<file path="src/rtl/spi_master_pkg.sv">
// Shared definitions for the SPI master: op encodings, frame sizes, FSM states
// and the helper that assembles the outgoing frame.
package spi_master_pkg;

  localparam logic [1:0] OP_WR_ADDR = 2'b00;
  localparam logic [1:0] OP_WR_DATA = 2'b01;
  localparam logic [1:0] OP_RD_ADDR = 2'b10;
  localparam logic [1:0] OP_RD_DATA = 2'b11;

  localparam int FRAME_LEN = 11;
  localparam int RD_LEN    = 8;

  typedef enum logic [2:0] {
    ST_IDLE,
    ST_SHIFT,
    ST_WAIT,
    ST_CAPTURE,
    ST_GAP
  } state_e;

  // The slave decodes a read from the duplicated op[1] prefix.
  function automatic logic [FRAME_LEN-1:0] build_frame(input logic [1:0] op,
                                                       input logic [7:0] wdata);
    return {op[1], op[1], op[0], wdata};
  endfunction

  function automatic logic has_rd_phase(input logic [1:0] op);
    case (op)
      OP_WR_ADDR, OP_WR_DATA, OP_RD_ADDR: return 1'b0;
      default:                            return 1'b1;
    endcase
  endfunction

endpackage

</file>
<file path="src/rtl/spi_shift_reg.sv">
// MOSI parallel-in/serial-out and MISO serial-in/parallel-out datapath.
// MOSI comes straight off the top bit of the transmit register.
module spi_shift_reg
  import spi_master_pkg::*;
(
  input  logic                 clk,
  input  logic                 rst,
  input  logic                 load,
  input  logic                 shift,
  input  logic                 capture,
  input  logic [FRAME_LEN-1:0] frame_in,
  input  logic                 miso,
  output logic                 mosi,
  output logic [RD_LEN-1:0]    rx_word
);

  logic [FRAME_LEN-1:0] tx_q, tx_d;
  logic [RD_LEN-2:0]    rx_q, rx_d;

  // The newest bit is the live MISO input, so the byte is complete on the
  // same edge that takes the eighth sample.
  assign rx_word = {rx_q, miso};
  assign mosi    = tx_q[FRAME_LEN-1];

  always_comb begin
    tx_d = tx_q;
    if (load) begin
      tx_d = frame_in;
    end else if (shift) begin
      tx_d = {tx_q[FRAME_LEN-2:0], 1'b0};
    end
    rx_d = rx_q;
    if (capture) begin
      rx_d = rx_word[RD_LEN-2:0];
    end
  end

  always_ff @(posedge clk) begin
    if (rst) begin
      tx_q <= '0;
      rx_q <= '0;
    end else begin
      tx_q <= tx_d;
      rx_q <= rx_d;
    end
  end

endmodule

</file>
<file path="src/rtl/spi_master_ctrl.sv">
// SPI master for a slave RAM wrapper: shifts out an 11-bit command frame and,
// for read-data frames, waits RD_WAIT cycles then captures one byte from MISO.
module spi_master_ctrl
  import spi_master_pkg::*;
#(
  parameter int RD_WAIT  = 2,
  parameter int IDLE_GAP = 1
) (
  input  logic       clk,
  input  logic       rst,
  input  logic       start,
  input  logic [1:0] op,
  input  logic [7:0] wdata,
  input  logic       MISO,
  output logic       ready,
  output logic       SS_n,
  output logic       MOSI,
  output logic [7:0] rdata,
  output logic       rdata_valid,
  output logic       done
);

  localparam logic [3:0] SHIFT_LAST = 4'(FRAME_LEN - 1);
  localparam logic [3:0] CAP_LAST   = 4'(RD_LEN - 1);
  localparam logic [3:0] WAIT_LAST  = 4'(RD_WAIT - 1);
  localparam logic [3:0] GAP_LAST   = 4'(IDLE_GAP - 1);

  state_e     state_q, state_d;
  logic [3:0] cnt_q, cnt_d;
  logic [1:0] op_q, op_d;
  logic       ss_n_q, ss_n_d;
  logic       ready_q, ready_d;
  logic       done_q, done_d;
  logic       rdata_valid_q, rdata_valid_d;
  logic [7:0] rdata_q, rdata_d;

  logic       load, shift, capture;
  logic [7:0] rx_word;

  spi_shift_reg u_shift_reg (
    .clk      (clk),
    .rst      (rst),
    .load     (load),
    .shift    (shift),
    .capture  (capture),
    .frame_in (build_frame(op, wdata)),
    .miso     (MISO),
    .mosi     (MOSI),
    .rx_word  (rx_word)
  );

  always_comb begin
    state_d       = state_q;
    cnt_d         = cnt_q;
    op_d          = op_q;
    ss_n_d        = ss_n_q;
    ready_d       = ready_q;
    done_d        = 1'b0;
    rdata_valid_d = 1'b0;
    rdata_d       = rdata_q;
    load          = 1'b0;
    shift         = 1'b0;
    capture       = 1'b0;

    case (state_q)
      ST_IDLE: begin
        if (start && ready_q) begin
          load    = 1'b1;
          op_d    = op;
          cnt_d   = '0;
          ss_n_d  = 1'b0;
          ready_d = 1'b0;
          state_d = ST_SHIFT;
        end
      end
      ST_SHIFT: begin
        shift = 1'b1;
        if (cnt_q == SHIFT_LAST) begin
          cnt_d = '0;
          if (has_rd_phase(op_q)) begin
            state_d = (RD_WAIT == 0) ? ST_CAPTURE : ST_WAIT;
          end else begin
            ss_n_d  = 1'b1;
            done_d  = 1'b1;
            state_d = ST_GAP;
          end
        end else begin
          cnt_d = cnt_q + 4'd1;
        end
      end
      ST_WAIT: begin
        if (cnt_q == WAIT_LAST) begin
          cnt_d   = '0;
          state_d = ST_CAPTURE;
        end else begin
          cnt_d = cnt_q + 4'd1;
        end
      end
      ST_CAPTURE: begin
        capture = 1'b1;
        if (cnt_q == CAP_LAST) begin
          cnt_d         = '0;
          ss_n_d        = 1'b1;
          done_d        = 1'b1;
          rdata_valid_d = (op_q == OP_RD_DATA);
          rdata_d       = rx_word;
          state_d       = ST_GAP;
        end else begin
          cnt_d = cnt_q + 4'd1;
        end
      end
      ST_GAP: begin
        if (cnt_q == GAP_LAST) begin
          cnt_d   = '0;
          ready_d = 1'b1;
          state_d = ST_IDLE;
        end else begin
          cnt_d = cnt_q + 4'd1;
        end
      end
      default: begin
        state_d = ST_IDLE;
        cnt_d   = '0;
        ss_n_d  = 1'b1;
        ready_d = 1'b1;
      end
    endcase
  end

  always_ff @(posedge clk) begin
    if (rst) begin
      state_q       <= ST_IDLE;
      cnt_q         <= '0;
      op_q          <= '0;
      ss_n_q        <= 1'b1;
      ready_q       <= 1'b1;
      done_q        <= 1'b0;
      rdata_valid_q <= 1'b0;
      rdata_q       <= '0;
    end else begin
      state_q       <= state_d;
      cnt_q         <= cnt_d;
      op_q          <= op_d;
      ss_n_q        <= ss_n_d;
      ready_q       <= ready_d;
      done_q        <= done_d;
      rdata_valid_q <= rdata_valid_d;
      rdata_q       <= rdata_d;
    end
  end

  assign ready       = ready_q;
  assign SS_n        = ss_n_q;
  assign done        = done_q;
  assign rdata_valid = rdata_valid_q;
  assign rdata       = rdata_q;

endmodule

</file>
<file path="config.mk">
export PLATFORM = sky130hd
export DESIGN_NAME = spi_master_ctrl
export DESIGN_NICKNAME = d
export VERILOG_FILES = /design/src/rtl/spi_master_pkg.sv /design/src/rtl/spi_shift_reg.sv /design/src/rtl/spi_master_ctrl.sv
export SDC_FILE = /design/constraint.sdc
export NUM_CORES = 1
export LEC_CHECK = 0
export CAP_MARGIN = 20
export CORE_MARGIN = 5
export CORE_UTILIZATION = 50
export DETAILED_ROUTE_END_ITERATION = 10
export DONT_BUFFER_PORTS = 1
export PLACE_DENSITY_LB_ADDON = 0.08
export RECOVER_POWER = 100
export SLEW_MARGIN = 40
export SYNTH_ARGS = -nofsm -noshare
export SYNTH_HDL_FRONTEND = slang
export SYNTH_SLANG_ARGS = --single-unit
</file>
<file path="constraint.sdc">
create_clock -name clk -period 4 [get_ports clk]
set_input_delay 0 -clock clk [delete_from_list [all_inputs] [get_ports clk]]
set_output_delay 0 -clock clk [all_outputs]
set_load 0.005 [all_outputs]
</file>
==> metrics.log <==
INFO  metric outcome = finished, final reports clean
INFO  metric tcrit_tclk_final = 0.6798
INFO  metric area_delta_synth_final = 11.17%
INFO  metric synth.net_count = 204
INFO  metric path_max_fanout = 12
INFO  metric grt_use_total = 0.1557
INFO  metric final-seq-area = 780.7 sq um
INFO  metric max_freq = between 300 and 400 MHz
INFO  metric coreArea = 0.003390 sq mm
INFO  metric synth_seq_cells = 39
INFO  metric final_period_minus_worst_setup_slack = 2719 ps
INFO  metric grt_max_degree = 39
INFO  metric detail_route.first_pass.iterations = 4
INFO  metric synth-seq-area-share = 0.4382
INFO  metric post_drt_via_cell_ratio = between 5 and 6
INFO  metric cts.sinks = 39
INFO  metric cts_buffers = 5
INFO  metric antenna_found_initial = 0
INFO  metric power-per-cell-area = approximately 430 mW/mm^2
INFO  metric final_layout_size_suffix_gt1_frac = 0.1000
INFO  metric hold_viol = 0
INFO  metric multi_input_area = 897.1 sq um
INFO  metric yosys_warning_total = 0
INFO  metric critPathLaunchType = flop
INFO  metric postSynth.asyncResetShare = 0
INFO  metric netlist_area = 0.001782 sq mm
INFO  metric worstPathRequired = between 4000 and 5000 ps
INFO  metric layout.core_utilization = 0.5843
INFO  metric detailedRoute.firstIterationViolations = 53
INFO  metric initial_utilization = 0.5257
INFO  metric grt_pass1_wl = 6223 um
INFO  metric setup.worst_path.class = reg -> reg
INFO  metric vdd.ir_drop.worst = between 0.2 and 0.25 mV
INFO  metric num-nets-final = 217
INFO  metric static_leakage = 0.7398 nW
INFO  metric hpwl = 2444 um
INFO  metric worst_r2r_startpoint = state_q[2]
INFO  metric grt_pass1_vias = between 1000 and 1500
INFO  metric sw_frac_of_total = 0.3208
INFO  metric routed_wl = 3586 um
INFO  metric power.net_switching = 0.2725 mW
INFO  metric cts_root_cell = sky130_fd_sc_hd__clkbuf_4
INFO  metric place_congestion = 0.7912
INFO  metric fin_worst_hold_slack = 65.03 ps
INFO  metric clock_tree.buffer_depth = 2
INFO  metric worst-r2r-cell-count = 5
INFO  metric arrival = ~3000 ps
INFO  metric setup_repair_after_global_routing_missed_its_margin = no
INFO  metric endpoint_kind = flop
INFO  metric insertion_delay = 350 ps
INFO  metric postSynthCellCount = roughly 190
INFO  metric setup_tns_final = 0 ps
INFO  metric leading_cell_types_in_the_layout_fill_and_taps_excluded = sky130_fd_sc_hd__dfxtp_1 (39), sky130_fd_sc_hd__nor2_1 (27), sky130_fd_sc_hd__mux2i_1 (20)
INFO  metric cts.repair.resized = 0
INFO  metric io_pins = 27
INFO  metric setup_viol = 0
INFO  metric global_route.overflow_total = 0
INFO  metric timing.slew.headroom = 0.4230
INFO  metric worst_setup_hold_path_clk_slew = 120 ps
INFO  metric count_of_flip_flops_with_a_built_in_enable_after_synthesis = 0
INFO  metric num-fill-cells = 315
INFO  metric wl_per_cell = 14.58 um
INFO  metric crit_path_end = state_q[2]
INFO  metric regToRegEndpoint = state_q[2]
INFO  metric worst-r2r-setup-slack = approximately 1300 ps
INFO  metric power.sequential.fraction = 0.543
INFO  metric final.setup_skew = 9.096 ps
INFO  metric floorplan.die_area = 0.004857 sq mm
INFO  metric cts_max_level = 2
INFO  metric chipHeight = about 70 um
INFO  metric internal_power_of_the_cells = ~0.58 mW
INFO  metric report.final.slew_viol_count = 0
INFO  metric hold_start = start
INFO  metric share_clk_of_total_power = 0.238
INFO  metric route.vias.total = ~1300
INFO  metric port_buffers = 0
INFO  metric synth_ff_type = sky130_fd_sc_hd__dfxtp_1
INFO  metric fraction_of_power_consumed_by_combinational_cells = 0.219
INFO  metric num_antenna_cells = 0
INFO  metric chipWidth = 69.70 um
INFO  metric synth.avg_cell_area = 9.579 sq um
INFO  metric cap_violations = 0
INFO  metric min-delay-path-class = in -> reg
INFO  metric cts_tree = built
INFO  metric route.detailed.drc = 0
INFO  metric critPathLaunch = state_q[2]
INFO  metric std_cell_rows = 21
INFO  metric drtAntennaViolNets = 0
INFO  metric most_common_library_cell_in_the_layout_ignoring_fill_and_taps = sky130_fd_sc_hd__dfxtp_1
INFO  metric worst-slew-pin-transition = 863.8 ps
INFO  metric synth.distinct_cells = 46
-- worst max-delay path, stage by stage (launching register included) --
cell and delay (ps):
sky130_fd_sc_hd__dfxtp_1 610, sky130_fd_sc_hd__nand3b_1 480, sky130_fd_sc_hd__o2bb2ai_1 290, sky130_fd_sc_hd__or4_1 590, sky130_fd_sc_hd__a21oi_2 150, sky130_fd_sc_hd__dlygate4sd3_1 550
-- sequential cells by signal, summed over array words and instances (netlist names) --
signal,count
op_q,2
rdata_valid,1
ready,1
cnt_q,4
SS_n,1
done,1
state_q,3
u_shift_reg.rx_q,7
rdata,8
u_shift_reg.tx_q,11
-- worst min path at each step --
stage	endpoint	slack, ps	cells past startpoint
2_1_floorplan	op_q[1]	140	2
3_3_place_gp	state_q[2]	70	1
3_5_place_dp	state_q[2]	70	1
4_1_cts	u_shift_reg.tx_q[10]	60	2
5_1_grt	u_shift_reg.tx_q[2]	90	2
6_report	u_shift_reg.tx_q[6]	70	2
-- metal layers --
| layer | part of all wire | global-route usage |
|---|---|---|
| met3 | 0.055 | 0.05072 |
| met4 | 0.014 | 0.06809 |
| met1 | 0.48 | 0.1982 |
| met5 | 0 | 0 |
| met2 | 0.46 | 0.2394 |
-- power by group through the flow --
| stage | sequential [mW] | clock (mW) | combinational, mW |
|---|---|---|---|
| finish | 0.462 | 0.202 | 0.186 |
| global route | 0.468 | 0.228 | 0.210 |
| CTS | 0.462 | 0.212 | 0.199 |
| detailed placement | 0.471 | 0 | 0.175 |
| global placement | 0.468 | 0 | 0.170 |
| floorplan | 0.453 | 0 | 0.167 |
-- final cells by class --
cell class	instances	share of cell area
Multi-Input combinational cell	134	0.4529
Tap cell	46	0.02906
Clock buffer	5	0.01895
Timing Repair Buffer	17	0.09097
Sequential cell	39	0.3942
Inverter	2	0.003790
Clock inverter	3	0.01011
-- what timing repair did --
| item | CTS | global route |
|---|---|---|
| hold buffers | 17 | 0 |
| endpoints found under the hold margin | 39 | 0 |
| setup buffers | 0 | 0 |
-- per-stage QoR --
step,cell area [sq um],total power [mW],std cells,worst slack [ps]
3_3_place_gp,1763,0.6380,221,1778
6_report,1981,0.8494,246,1281
5_1_grt,1981,0.9056,246,1091
2_1_floorplan,1782,0.6194,186,2453
4_1_cts,2007,0.8735,246,1446
3_5_place_dp,1769,0.6458,221,1638
-- logic make-up (layout without fill, tap and decap cells) --
group | count (synthesis) | count (layout) | synth area share
AO/OA/AOI/OAI | 38 | 38 | 0.1552
adder cells (fa/ha/maj) | 4 | 4 | 0.02809
buffers and inverters | 13 | 27 | 0.04705
flip-flops | 39 | 39 | 0.4382
multiplexers | 21 | 21 | 0.1187
AND/OR/NAND/NOR | 71 | 71 | 0.2128
-- cell usage after synthesis (2+ instances only) --
library cell,instances,area [sq um]
sky130_fd_sc_hd__a21oi_1,11,55.05
sky130_fd_sc_hd__o21ai_0,4,20.02
sky130_fd_sc_hd__nand2b_1,2,12.51
sky130_fd_sc_hd__a211oi_1,6,45.04
sky130_fd_sc_hd__nand2_1,16,60.06
sky130_fd_sc_hd__dfxtp_1,39,780.8
sky130_fd_sc_hd__a22oi_1,2,15.01
sky130_fd_sc_hd__inv_1,2,7.510
sky130_fd_sc_hd__or3b_1,2,17.52
sky130_fd_sc_hd__buf_6,3,33.78
sky130_fd_sc_hd__or2_1,2,12.51
sky130_fd_sc_hd__buf_2,3,15.01
sky130_fd_sc_hd__nor2_1,26,97.59
sky130_fd_sc_hd__nor3b_2,3,37.54
sky130_fd_sc_hd__nand3_1,5,25.02
sky130_fd_sc_hd__nand3b_1,2,15.01
sky130_fd_sc_hd__or3_1,2,12.51
sky130_fd_sc_hd__a31oi_1,3,18.77
sky130_fd_sc_hd__clkbuf_1,3,11.26
sky130_fd_sc_hd__o21bai_1,2,15.01
sky130_fd_sc_hd__mux2i_1,20,200.2
sky130_fd_sc_hd__ha_1,4,50.05
(Power assumes the default switching activity.)
